`config.mk`:
```
export PLATFORM = sky130hd
export DESIGN_NAME = rf_wport_arbiter_flat
export DESIGN_NICKNAME = d
export VERILOG_FILES = /design/src/rtl/rf_wport_arbiter_pkg.sv /design/src/rtl/rf_wport_arbiter_if.sv /design/src/rtl/rfarb_fifo.sv /design/src/rtl/rf_wport_arbiter.sv /design/src/flat_wrapper.sv
export SDC_FILE = /design/constraint.sdc
export NUM_CORES = 1
export LEC_CHECK = 0
export BUFFER_PORTS_ARGS = -buffer_cell sky130_fd_sc_hd__buf_4
export CAP_MARGIN = 20
export CORE_MARGIN = 1.5
export CORE_UTILIZATION = 45
export DETAILED_ROUTE_END_ITERATION = 8
export MAX_ROUTING_LAYER = met4
export PLACE_DENSITY = 0.76
export SLEW_MARGIN = 20
export SYNTH_ARGS = -nofsm -noshare
export SYNTH_HDL_FRONTEND = slang
export SYNTH_SLANG_ARGS = --single-unit
```
`constraint.sdc`:
```
create_clock -name CLK -period 4.2 [get_ports CLK]
set_input_delay 0.84 -clock CLK [delete_from_list [all_inputs] [get_ports CLK]]
set_output_delay 0.84 -clock CLK [all_outputs]
set_load 0.01 [all_outputs]
```
`src/rtl/rf_wport_arbiter_pkg.sv`:
```
// Shared types for the register-file write-port arbiter.
// The buffered entry format and the grant encoding used by the top and its FIFO live here.
package rf_wport_arbiter_pkg;

    typedef logic [4:0]  regbits_t;
    typedef logic [31:0] word_t;

    typedef struct packed {
        regbits_t wsel;
        word_t    wdat;
    } rfarb_entry_t;

    typedef enum logic [1:0] {
        GNT_NONE,
        GNT_WB,
        GNT_BUF,
        GNT_BYP
    } rfarb_gnt_t;

    // Bits needed to index n items. The result is never less than 1, so that
    // degenerate sizes such as a single-entry FIFO still give a legal vector.
    function automatic int bits_for(input int n);
        return (n > 1) ? $clog2(n) : 1;
    endfunction

endpackage

```
`src/rtl/rf_wport_arbiter_if.sv`:
```
// Bundle of the writeback, MDU, hazard-query and register-file write signals.
// The master is the surrounding pipeline/MDU; the slave is the arbiter.
interface rf_wport_arbiter_if #(
    parameter int DEPTH = 2
);
    import rf_wport_arbiter_pkg::*;

    logic                         wb_wen;
    regbits_t                     wb_wsel;
    word_t                        wb_wdat;
    logic                         wb_stall;
    logic                         mdu_valid;
    logic                         mdu_ready;
    regbits_t                     mdu_wsel;
    word_t                        mdu_wdat;
    regbits_t                     q_sel;
    logic                         q_hit;
    logic                         rf_WEN;
    regbits_t                     rf_wsel;
    word_t                        rf_wdat;
    logic [$clog2(DEPTH+1)-1:0]   pend_count;

    modport master (
        output wb_wen, wb_wsel, wb_wdat, mdu_valid, mdu_wsel, mdu_wdat, q_sel,
        input  wb_stall, mdu_ready, q_hit, rf_WEN, rf_wsel, rf_wdat, pend_count
    );

    modport slave (
        input  wb_wen, wb_wsel, wb_wdat, mdu_valid, mdu_wsel, mdu_wdat, q_sel,
        output wb_stall, mdu_ready, q_hit, rf_WEN, rf_wsel, rf_wdat, pend_count
    );

endinterface

```
`src/rtl/rfarb_fifo.sv`:
```
// Circular buffer for MDU results waiting on the register-file write port.
// Entries are flops rather than block RAM: the head is read combinationally and
// every entry's destination is compared in parallel for the hazard query.
module rfarb_fifo
    import rf_wport_arbiter_pkg::*;
#(
    parameter int DEPTH = 2
) (
    input  logic                        clk,
    input  logic                        srst,
    input  logic                        push,
    input  rfarb_entry_t                push_entry,
    input  logic                        pop,
    output rfarb_entry_t                head_entry,
    output logic                        full,
    output logic                        empty,
    output logic [$clog2(DEPTH+1)-1:0]  count,
    output logic [DEPTH-1:0]            entry_valid,
    output regbits_t [DEPTH-1:0]        entry_wsel
);
    localparam int PTR_W = bits_for(DEPTH);
    localparam int CNT_W = $clog2(DEPTH + 1);

    rfarb_entry_t       mem_reg [DEPTH];
    logic [PTR_W-1:0]   wr_ptr_reg;
    logic [PTR_W-1:0]   rd_ptr_reg;
    logic [CNT_W-1:0]   count_reg;
    logic [DEPTH-1:0]   valid_reg;
    logic               push_ok;
    logic               pop_ok;

    function automatic logic [PTR_W-1:0] ptr_inc(input logic [PTR_W-1:0] p);
        return (p == PTR_W'(DEPTH - 1)) ? '0 : p + PTR_W'(1);
    endfunction

    assign full    = (count_reg == CNT_W'(DEPTH));
    assign empty   = (count_reg == '0);
    assign push_ok = push && !full;
    assign pop_ok  = pop && !empty;

    assign count       = count_reg;
    assign entry_valid = valid_reg;
    assign head_entry  = mem_reg[rd_ptr_reg];

    generate
        for (genvar gi = 0; gi < DEPTH; gi++) begin : g_wsel
            assign entry_wsel[gi] = mem_reg[gi].wsel;
        end
    endgenerate

    // Entry payload storage; no reset needed since valid_reg qualifies it.
    always_ff @(posedge clk) begin
        if (push_ok) begin
            mem_reg[wr_ptr_reg] <= push_entry;
        end
    end

    // Pointers, occupancy and per-slot valid bits. A push and a pop never hit
    // the same slot because a push needs !full and a pop needs !empty.
    always_ff @(posedge clk) begin
        if (srst) begin
            wr_ptr_reg <= '0;
            rd_ptr_reg <= '0;
            count_reg  <= '0;
            valid_reg  <= '0;
        end else begin
            if (push_ok) begin
                valid_reg[wr_ptr_reg] <= 1'b1;
                wr_ptr_reg            <= ptr_inc(wr_ptr_reg);
            end
            if (pop_ok) begin
                valid_reg[rd_ptr_reg] <= 1'b0;
                rd_ptr_reg            <= ptr_inc(rd_ptr_reg);
            end
            case ({push_ok, pop_ok})
                2'b10:   count_reg <= count_reg + CNT_W'(1);
                2'b01:   count_reg <= count_reg - CNT_W'(1);
                default: count_reg <= count_reg;
            endcase
        end
    end

endmodule

```
`src/rtl/rf_wport_arbiter.sv`:
```
// Register-file write-port arbiter between the writeback stage and the MDU.
// Writeback has priority; MDU results queue in a small FIFO and drain in idle
// write-port cycles, with a starvation counter forcing a grant (and a one-cycle
// pipeline hold) when the FIFO head has waited too long.
// Optional build macro: RFARB_BYPASS_EN -- an MDU result arriving while the FIFO
// is empty and writeback is idle is written in the same cycle instead of queued.
module rf_wport_arbiter
    import rf_wport_arbiter_pkg::*;
#(
    parameter int DEPTH        = 2,
    parameter int STARVE_LIMIT = 4
) (
    input  logic                CLK,
    input  logic                RST,
    rf_wport_arbiter_if.slave   bus
);
    localparam int CNT_W = $clog2(DEPTH + 1);
    localparam int AGE_W = bits_for(STARVE_LIMIT + 1);

    rfarb_gnt_t             gnt;
    rfarb_entry_t           head_entry;
    rfarb_entry_t           push_entry;
    logic                   fifo_push;
    logic                   fifo_pop;
    logic                   fifo_full;
    logic                   fifo_empty;
    logic [CNT_W-1:0]       fifo_count;
    logic [DEPTH-1:0]       entry_valid;
    regbits_t [DEPTH-1:0]   entry_wsel;
    logic [DEPTH-1:0]       hit_vec;
    logic [AGE_W-1:0]       age_reg;
    logic                   accept;
    logic                   wb_req;
    logic                   forced;

    // Writes to register 0 are architecturally void and never take the port.
    assign wb_req     = bus.wb_wen && (bus.wb_wsel != '0);
    assign accept     = !RST && bus.mdu_valid && !fifo_full;
    assign forced     = !fifo_empty && (age_reg >= AGE_W'(STARVE_LIMIT));
    assign push_entry = '{wsel: bus.mdu_wsel, wdat: bus.mdu_wdat};
    assign fifo_pop   = (gnt == GNT_BUF);
    assign fifo_push  = accept && (bus.mdu_wsel != '0) && (gnt != GNT_BYP);

    rfarb_fifo #(
        .DEPTH (DEPTH)
    ) u_fifo (
        .clk         (CLK),
        .srst        (RST),
        .push        (fifo_push),
        .push_entry  (push_entry),
        .pop         (fifo_pop),
        .head_entry  (head_entry),
        .full        (fifo_full),
        .empty       (fifo_empty),
        .count       (fifo_count),
        .entry_valid (entry_valid),
        .entry_wsel  (entry_wsel)
    );

    // Grant selection: starved head first, then writeback, then FIFO drain.
    always_comb begin
        gnt = GNT_NONE;
        if (RST) begin
            gnt = GNT_NONE;
        end else if (forced) begin
            gnt = GNT_BUF;
        end else if (wb_req) begin
            gnt = GNT_WB;
        end else if (!fifo_empty) begin
            gnt = GNT_BUF;
`ifdef RFARB_BYPASS_EN
        end else if (accept && (bus.mdu_wsel != '0)) begin
            gnt = GNT_BYP;
`endif
        end
    end

    // Register-file write mux driven by the grant.
    always_comb begin
        bus.rf_WEN  = 1'b0;
        bus.rf_wsel = '0;
        bus.rf_wdat = '0;
        case (gnt)
            GNT_WB: begin
                bus.rf_WEN  = 1'b1;
                bus.rf_wsel = bus.wb_wsel;
                bus.rf_wdat = bus.wb_wdat;
            end
            GNT_BUF: begin
                bus.rf_WEN  = 1'b1;
                bus.rf_wsel = head_entry.wsel;
                bus.rf_wdat = head_entry.wdat;
            end
            GNT_BYP: begin
                bus.rf_WEN  = 1'b1;
                bus.rf_wsel = bus.mdu_wsel;
                bus.rf_wdat = bus.mdu_wdat;
            end
            default: begin
                bus.rf_WEN  = 1'b0;
            end
        endcase
    end

    // Head age: counts denied cycles of the current head, saturating, and
    // restarts whenever an entry leaves or the FIFO runs dry.
    always_ff @(posedge CLK) begin
        if (RST) begin
            age_reg <= '0;
        end else if (fifo_pop || fifo_empty) begin
            age_reg <= '0;
        end else if (age_reg < AGE_W'(STARVE_LIMIT)) begin
            age_reg <= age_reg + AGE_W'(1);
        end
    end

    generate
        for (genvar gi = 0; gi < DEPTH; gi++) begin : g_hit
            assign hit_vec[gi] = entry_valid[gi] && (entry_wsel[gi] == bus.q_sel);
        end
    endgenerate

    // A forced grant only costs the pipeline a cycle if writeback wanted the port.
    assign bus.wb_stall   = (gnt == GNT_BUF) && forced && wb_req;
    assign bus.mdu_ready  = !fifo_full;
    assign bus.pend_count = fifo_count;
    assign bus.q_hit      = !RST && (bus.q_sel != '0) && (|hit_vec);

endmodule
```
`src/flat_wrapper.sv`:
```
// flat-port wrapper written by rule: the top's interface ports become plain ports
module rf_wport_arbiter_flat import rf_wport_arbiter_pkg::*;
#(
    parameter int DEPTH        = 2,
    parameter int STARVE_LIMIT = 4
)
  (CLK, RST, bus_wb_wen, bus_wb_wsel, bus_wb_wdat, bus_mdu_valid, bus_mdu_wsel, bus_mdu_wdat, bus_q_sel, bus_wb_stall, bus_mdu_ready, bus_q_hit, bus_rf_WEN, bus_rf_wsel, bus_rf_wdat, bus_pend_count);
  rf_wport_arbiter_if #(.DEPTH(DEPTH)) bus_i ();
  input  logic CLK;
  input  logic RST;
  input wire logic [$bits(bus_i.wb_wen)-1:0] bus_wb_wen;
  input wire logic [$bits(bus_i.wb_wsel)-1:0] bus_wb_wsel;
  input wire logic [$bits(bus_i.wb_wdat)-1:0] bus_wb_wdat;
  input wire logic [$bits(bus_i.mdu_valid)-1:0] bus_mdu_valid;
  input wire logic [$bits(bus_i.mdu_wsel)-1:0] bus_mdu_wsel;
  input wire logic [$bits(bus_i.mdu_wdat)-1:0] bus_mdu_wdat;
  input wire logic [$bits(bus_i.q_sel)-1:0] bus_q_sel;
  output wire logic [$bits(bus_i.wb_stall)-1:0] bus_wb_stall;
  output wire logic [$bits(bus_i.mdu_ready)-1:0] bus_mdu_ready;
  output wire logic [$bits(bus_i.q_hit)-1:0] bus_q_hit;
  output wire logic [$bits(bus_i.rf_WEN)-1:0] bus_rf_WEN;
  output wire logic [$bits(bus_i.rf_wsel)-1:0] bus_rf_wsel;
  output wire logic [$bits(bus_i.rf_wdat)-1:0] bus_rf_wdat;
  output wire logic [$bits(bus_i.pend_count)-1:0] bus_pend_count;
  assign bus_i.wb_wen = bus_wb_wen;
  assign bus_i.wb_wsel = bus_wb_wsel;
  assign bus_i.wb_wdat = bus_wb_wdat;
  assign bus_i.mdu_valid = bus_mdu_valid;
  assign bus_i.mdu_wsel = bus_mdu_wsel;
  assign bus_i.mdu_wdat = bus_mdu_wdat;
  assign bus_i.q_sel = bus_q_sel;
  assign bus_wb_stall = bus_i.wb_stall;
  assign bus_mdu_ready = bus_i.mdu_ready;
  assign bus_q_hit = bus_i.q_hit;
  assign bus_rf_WEN = bus_i.rf_WEN;
  assign bus_rf_wsel = bus_i.rf_wsel;
  assign bus_rf_wdat = bus_i.rf_wdat;
  assign bus_pend_count = bus_i.pend_count;
  rf_wport_arbiter #(.DEPTH(DEPTH), .STARVE_LIMIT(STARVE_LIMIT)) u_core (.CLK(CLK), .RST(RST), .bus(bus_i));
endmodule
```
* Word-level counts from Yosys, hierarchy flattened
Memory sizes are Yosys's and may differ from the RTL's. A register that Yosys moved wholly into a read port is not among the register bits.
Cells that the tools add are included.
** Word-level totals
- Bits in registers :: 9
- RAM bits :: 74
- Bits of input ports :: 83
- Logic and storage cells :: 78
- Memories :: 1
** Operators by class
- Add/subtract/negate cells :: 5
- Order comparisons :: 6
- Equality and inequality tests :: 9
- Mux-type cells :: 21
- Bitwise logic cells :: 3
- Reductions and logical operators :: 28
** Memory list
- u_core.u_fifo.mem_reg :: depth 2, width 37, read ports 3, clocked after Yosys merged registers in 1, wr ports 1, line rfarb_fifo.sv:24 : rfarb_entry_t mem_reg [DEPTH];
** Operators with widths (number)
- one-hot mux 32 bit (3 select lines) :: 1
- logical AND 1 bit :: 16
- one-hot mux 5 bit (3 select lines) :: 1
- nonzero test 5 bit :: 3
- two-way mux 2 bit :: 7
- == test 5 bit :: 2
- two-way mux 1 bit :: 9
- == test 2 bit, second input constant :: 4
- == test 2 x 1 -> 1 bit, second input constant :: 2
- less-than comparator 1 x 2 -> 1 bit, second input constant :: 2
- one-hot mux 2 bit (2 select lines) :: 1
- OR reduction 2 bit :: 2
- adder 3 x 1 -> 3 bit, second input constant :: 1
- greater-or-equal comparator 3 bit, second input constant :: 1
- logical NOT 1 bit :: 3
- less-than comparator 3 bit, second input constant :: 1
- OR reduction 3 bit :: 1
- adder 1 bit, second input constant :: 2
- adder 2 x 1 -> 2 bit, second input constant :: 1
- bitwise AND 2 bit :: 1
- demux 1 bit (select 1 bit) :: 2
- greater-or-equal comparator 1 bit, second input constant :: 2
- logical NOT 2 bit :: 1
- inequality test 2 bit, second input constant :: 1
- 5 further kinds :: 5

* Logic depth before layout (Yosys ltp)
Gate-level depths: netlist (run 1).
- Depth after elaboration :: 12
- Depth in mapped cells :: 9

* Hierarchy
A second synthesis (run 1) with hierarchy kept.
** Second synthesis, totals
- Cell total of the unflattened synthesis :: 240
- Area total of the unflattened synthesis :: 3737.3 um^2
** Modules (own cells, without submodules)
- rfarb_fifo :: times used 1, cells an instance 158, area each 3037.9 um^2, sequential area each 2362.3 um^2
- rf_wport_arbiter :: times used 1, cells an instance 82, area each 699.4 um^2, sequential area each 60.1 um^2

* Worst setup path after synthesis (run 1)
Ideal clock, no wire load.
- Path type :: input -> register
- From :: input RST
- To :: memory u_core.u_fifo.mem_reg[1][0] in the netlist's numbering, enable pin
- Arrival :: 4020 ps
- Data required time :: 3713 ps
- Path slack :: -308 ps
- Cell stages on the path :: 3
- Path buffers :: 1
- Cells stage by stage :: clkbuf_1 > nand3b_1 > nor3b_1
** Between the ends
- Longest elaborated chain between the ends :: 8
- Elaborated cells between the ends (all ways) :: 10
- Those cells by class :: 1 x eq/ne; 3 x mux; 6 x reduce/logical
** Ends and longest elaborated chain
- from (decl) :: line flat_wrapper.sv:10 : input logic RST;
- logical NOT 1 bit :: line rf_wport_arbiter.sv:38 : assign accept = !RST && bus.mdu_valid && !fifo_full;
- logical AND 1 bit (2 in series) :: line rf_wport_arbiter.sv:38
- logical AND 1 bit :: line rf_wport_arbiter.sv:42 : assign fifo_push = accept && (bus.mdu_wsel != '0) && (gnt != GNT_BYP);
- logical AND 1 bit (*) :: line rf_wport_arbiter.sv:42
- logical AND 1 bit (*) :: line rfarb_fifo.sv:38 : assign push_ok = push && !full;
- two-way mux 1 bit (*) :: line rfarb_fifo.sv:53 : if (push_ok) begin
- two-way mux 1 bit (not written as such) (*) :: line rfarb_fifo.sv:54 : mem_reg[wr_ptr_reg] <= push_entry;
- to (decl) :: line rfarb_fifo.sv:24
Mark *: on every way between the ends. The rest lies on a longest branch, timed or not.

* Final worst setup path (run 1)
- From :: input bus_wb_wsel[1]
- To :: output bus_rf_wdat[13]
** Between the ends
- Longest elaborated chain between the ends :: 7
- Elaborated cells between the ends (all ways) :: 9
- Those cells by class :: 3 x eq/ne; 4 x mux; 2 x reduce/logical
** Ends and longest elaborated chain
- from (decl) :: line flat_wrapper.sv:12 : input wire logic [$bits(bus_i.wb_wsel)-1:0] bus_wb_wsel;
- nonzero test 5 bit (*) :: line rf_wport_arbiter.sv:37 : assign wb_req = bus.wb_wen && (bus.wb_wsel != '0);
- logical AND 1 bit (*) :: line rf_wport_arbiter.sv:37
- two-way mux 2 bit (*) :: line rf_wport_arbiter.sv:67 : end else if (wb_req) begin
- two-way mux 2 bit (*) :: line rf_wport_arbiter.sv:65 : end else if (forced) begin
- two-way mux 2 bit (*) :: line rf_wport_arbiter.sv:63 : if (RST) begin
- == test 2 bit / == test 2 x 1 -> 1 bit (equally long branches) :: line rf_wport_arbiter.sv:83 : case (gnt)
- one-hot mux 32 bit (3 select lines) (*) :: line rf_wport_arbiter.sv:83
- to (decl) :: line flat_wrapper.sv:23 : output wire logic [$bits(bus_i.rf_wdat)-1:0] bus_rf_wdat;
Marks and branches as above.

==> impl_metrics.toml, run 1 <==
[placement]
dpl_cell_area_um2 = 4670
place_congestion = 0.807
dp_cells = 449
dp_hpwl_um = 5450
io_buffer_count = 125
place_worst_setup_slack_ns = 0.583

[floorplanning]
num_rows = 32
die_h_um = 92.8
fp.coreArea_um2 = 7770
die-area_um2 = 8620
io_pins = 126
die_w_um = 92.8
start_util_pct = 46.7

[yosys]
netlist_instances = 230
avgSynthCellArea_um2 = 15.8
yosys.area.top_type = "edfxtp_1"
ys_seq_elements = 84
synth_nets = 315
synth_edf_count = 74
yosysWarningCount = 0
synth_area_um2 = 3630
yosysMostFrequentCell = "edfxtp_1"
synth.area.top_cells = "edfxtp_1, mux2i_1, o2bb2ai_1"
async_reset_ff_share_pct = 0
synth_top_area_share_pct = 61.2
synthTopCellsByCount = "edfxtp_1, mux2i_1, o2bb2ai_1"
synth-seq-area-share_pct = 66.7
synthDistinctLibCells = 34
synth_flop_cell = "edfxtp_1"

[finish]
design_area_um2 = 4850
final_core_util_pct = 62.4
fin_cells = 464
syn_to_final_growth_pct = 33.6
num-nets-final = 443
n_antenna_cell = 0
drive_gt1_share_pct = 42.5
largest_reg_flops = 74

[sta]
worst_slew_pin_slew_ns = 0.862
fin_tns_setup_ns = 0
holdWs_ns = 0.467
grt_setup_unrepaired = "false"
max_slew_margin_pct = 42.6
setup_violations = 0
period_needed_ns = 3.57
fin_ws_ns = 0.628
fin_skew_ns = 0.00822
hold_viol_final = 0
fin_crit_sh_pct = 85.1
max_freq_mhz = 280
drv_slew = 0

[grt]
antenna_found_initial = 0
first_global_vias = 2409
grt_overflow = 0
grt_first_pass_wirelength_um = 11900
grtUsageTotal_pct = 19.0
grt_max_degree = 30

[clock_tree]
clkSinkCount = 84
ctsHoldBuffers = 0
cts.path.max_buffers = 2
cts.clk_slew.worst_paths_ns = 0.08
cts_setup_buffers = 0
cts_buffers = 9
root_buffer = "clkbuf_8"
ctsResizeCount = 0
cts_tree = "built"
clk_latency_ns = 0.34
cts_max_level = 3

[job]
drv_cap = 0

[min_path]
hp-start = "u_core.age_reg[0]$_SDFFE_PP0N_"
hold_path.class = "flop to flop"
whs_path_depth = 1

[setup_path]
crit_arrival_ns = 2.73
cp-startpoint = "bus_wb_wsel[1]"
rr_startpoint = "u_core.u_fifo.count[1]$_SDFFE_PP0P_"
path_class = "input port to output pin"
cp-end-kind = "output pin"
crit_fanout = 29
cp-start-kind = "input port"
reg2reg_depth = 7
worst_ep_required_time_ns = 3.36

[power_and_ir_drop]
power_mw = 1.80
power_leakage_nw = 1.81
powerDensity_nw_per_um2 = 372
peakVddDrop_v = 0.000232

[route]
num_vias = 2352
drt-initial-drc-count = 87
totalWireLength_um = 7650
vias_per_cell = 5.07
wl_per_cell_um = 16.5
dr.pass1.iters = 4
drc = 0
postRouteAntennaNets = 0

[outcome]
outcome = "completed"
## logic make-up after synthesis
kind of cell             share of synthesized area, %
multiplexers                                     10.2
AO/OA/AOI/OAI                                    11.5
AND/OR/NAND/NOR                                  4.69
flip-flops                                       66.7
XOR/XNOR                                         2.89
adder cells (fa/ha/maj)                         0.689
buffers and inverters                            3.27
## final cells by class
type                       count  area (µm²)
timing repair buffer         131         991
sequential                    84        2420
clock buffer                   9         124
fill                         651        2920
inverter                       3        11.3
tap                          102         128
multi-input combinational    129        1120
clock inverter                 6        56.3
## metal layers
layer | global-route usage, % | share of wire, % | vias up | wire length, µm
met5 | - | 0 | - | 0
met4 | 5.05 | 0.59 | 0 | 45
met3 | 4.11 | 4.6 | 4 | 349
met2 | 31.9 | 52 | 64 | 3990
met1 | 23.2 | 43 | 1117 | 3260
li1 | - | - | 1167 | -
## placed cells by master, fill, tap and decap left out, types with 3 or more instances in the layout
cell,count
xnor2_1,3
xor2_1,9
mux2i_1,37
nor2_1,3
dfxtp_1,9
buf_4,130
nand2b_1,4
clkinv_2,3
a21oi_1,3
o2bb2ai_1,37
nor4_1,3
edfxtp_1,74
nor3_1,3
clkbuf_8,9
## worst max-delay path, cell delays in order
cell	delay, ns
buf_4	0.11
or4_4	0.55
o211ai_2	0.19
nand2b_2	0.37
buf_4	0.35
o2bb2ai_1	0.16
buf_4	0.15
## report_power, final
part	leakage, nW	internal (mW)	switching (mW)
combinational	0.956	0.157	0.128
sequential	0.761	0.949	0.0327
clock	0.0923	0.266	0.269
## worst paths after layout
path	end	slack (ns)
max	bus_rf_wdat[13]	0.63
min	u_core.age_reg[0]$_SDFFE_PP0N_	0.47
max reg2reg	u_core.u_fifo.count[1]$_SDFFE_PP0P_	1.83
min reg2reg	u_core.age_reg[0]$_SDFFE_PP0N_	0.47
No activity file was read; power rests on OpenSTA's default activity.
==> run 2, diff against run 1 <==
--- a/config.mk
+++ b/config.mk
@@ -6,12 +6,13 @@
 export NUM_CORES = 1
 export LEC_CHECK = 0
 export BUFFER_PORTS_ARGS = -buffer_cell sky130_fd_sc_hd__buf_4
-export CAP_MARGIN = 20
+export CORE_ASPECT_RATIO = 1.4
 export CORE_MARGIN = 1.5
-export CORE_UTILIZATION = 45
+export CORE_UTILIZATION = 47
+export CTS_BUF_LIST = sky130_fd_sc_hd__clkbuf_4 sky130_fd_sc_hd__clkbuf_8
 export DETAILED_ROUTE_END_ITERATION = 8
 export MAX_ROUTING_LAYER = met4
-export PLACE_DENSITY = 0.76
+export PLACE_DENSITY = 0.79
 export SLEW_MARGIN = 20
 export SYNTH_ARGS = -nofsm -noshare
 export SYNTH_HDL_FRONTEND = slang
==> run 2 against run 1 <==
Die area down 4.0%. Worst hold slack worse by 0.026 ns. Cell area up 0.44%. Wire length up 2.2%. Clock power up 21%. Flip-flop and latch count unchanged. Sequential power up 0.7%. Worst setup slack worse by 0.085 ns. Critical path type unchanged. Sequential share of layout area down 0.17 points. Final cell count down 1.5%. Register-to-register slack worse by 0.21 ns. Critical path depth down 1.
==> impl_metrics.toml, run 2 (synthesis gave the netlist of run 1 again) <==
[sta]
fin_skew_ns = 0.0107
max_slew_margin_pct = 40.8
period_needed_ns = 3.66
worst_slew_pin_slew_ns = 0.888
drv_slew = 0
grt_setup_unrepaired = "false"
fin_crit_sh_pct = 87.1
setup_violations = 0
hold_viol_final = 0
fin_tns_setup_ns = 0
max_freq_mhz = 273

[clock_tree]
ctsHoldBuffers = 0
ctsResizeCount = 0
cts_setup_buffers = 0
clkSinkCount = 84
cts_max_level = 3
clk_latency_ns = 0.34
cts_tree = "built"
cts.clk_slew.worst_paths_ns = 0.08
root_buffer = "clkbuf_8"
cts.path.max_buffers = 2
cts_buffers = 9

[finish]
multi_input_area_um2 = 1120
num-nets-final = 440
seq_area_um2 = 2430
syn_to_final_growth_pct = 34.1
drive_gt1_share_pct = 42.5
design_area_um2 = 4870
final_common_cell = "buf_4"
fin_cells = 457
largest_reg_flops = 74
layout_common_cells = "buf_4, edfxtp_1, mux2i_1, o2bb2ai_1, clkbuf_8"
n_antenna_cell = 0
fill_cells = 550

[floorplanning]
die_w_um = 77.3
die_h_um = 107
start_util_pct = 49.0
io_pins = 126
fp.coreArea_um2 = 7410
die-area_um2 = 8270
num_rows = 37

[power_and_ir_drop]
power_mw = 1.91
p_seq_share_pct = 51.7
internal_power_mw = 1.48
switching_share_pct = 22.5
powerDensity_nw_per_um2 = 393
power_leakage_nw = 1.82
comb_power_share_pct = 14.3
power_frac_clock_pct = 34.0
switchingPower_uw = 431
peakVddDrop_v = 0.000273

[setup_path]
path_class = "input port to output pin"
cp-end-kind = "output pin"
cp-start-kind = "input port"
crit_arrival_ns = 2.82
worst_ep_required_time_ns = 3.36
crit_top_cell = "buf_4"
crit_buf_inv = 2
cp_slowest_stage_delay_ns = 0.55
cpMaxStageDelayCell = "or4_4"
crit_fanout = 41
critPathTopFamily = "simple AND/OR/NAND/NOR gates"
cp_cell_sequence = "buf_4, or4_4, o211ai_2, nand2b_2, o2bb2ai_1, buf_4"

[grt]
antenna_found_initial = 0
grtUsageTotal_pct = 19.7
grt_first_pass_wirelength_um = 11900
grt_max_degree = 42
first_global_vias = 2565
grt_overflow = 0

[placement]
place_congestion = 0.750
dp_hpwl_um = 5550
dp_cells = 441
io_buffer_count = 125
dpl_cell_area_um2 = 4630

[route]
drc = 0
dr.pass1.iters = 4
vias_per_cell = 5.31
totalWireLength_um = 7810
num_vias = 2425
drt-initial-drc-count = 170
postRouteAntennaNets = 0
wl_per_cell_um = 17.1

[outcome]
outcome = "completed"

[job]
drv_cap = 0

[min_path]
hold_path.class = "flop to flop"
-- run 2: final timing paths --
path                                             from                                  end  slack (ns)  depth (start not counted)
setup / recovery                       bus_wb_wsel[1]                       bus_rf_wsel[1]        0.54                          6
hold / removal         u_core.age_reg[0]$_SDFFE_PP0N_       u_core.age_reg[0]$_SDFFE_PP0N_        0.44                          1
setup reg to reg  u_core.u_fifo.count[1]$_SDFFE_PP0P_  u_core.u_fifo.count[1]$_SDFFE_PP0P_        1.62                          7
hold reg to reg        u_core.age_reg[0]$_SDFFE_PP0N_       u_core.age_reg[0]$_SDFFE_PP0N_        0.44                          1
-- run 2: power groups by stage --
stage / logic [mW] / registers [mW] / clock network (mW)
floorplan: 0.160 / 0.981 / 0
detailed placement: 0.279 / 1.01 / 0
CTS: 0.280 / 0.989 / 0.666
global placement: 0.271 / 1.01 / 0
global route: 0.297 / 0.995 / 0.697
finish: 0.274 / 0.989 / 0.651
-- run 2: metrics by stage --
stage          util (%)  setup slack (ns)  hold WS [ns]
2_1_floorplan         -              1.02         0.407
6_report           65.8             0.542         0.441
5_1_grt            65.8             0.452         0.449
3_3_place_gp       62.6             0.616         0.426
4_1_cts            65.7             0.561         0.446
3_5_place_dp       62.6             0.577         0.435
-- run 2: routing by layer --
| metal | global-route usage (%) | share of wire (%) |
|---|---|---|
| met5 | - | 0 |
| met3 | 3.66 | 5.4 |
| met2 | 35.2 | 56 |
| met1 | 21.1 | 37 |
| met4 | 9.09 | 1.7 |
-- run 2: area by class of cell --
cell class / instances / area share, %
Clock buffer: 12 / 3.39
Clock inverter: 4 / 1.44
Inverter: 3 / 0.231
Multi-Input combinational cell: 129 / 22.9
Sequential cell: 84 / 49.8
Tap cell: 97 / 2.49
Timing Repair Buffer: 128 / 19.7
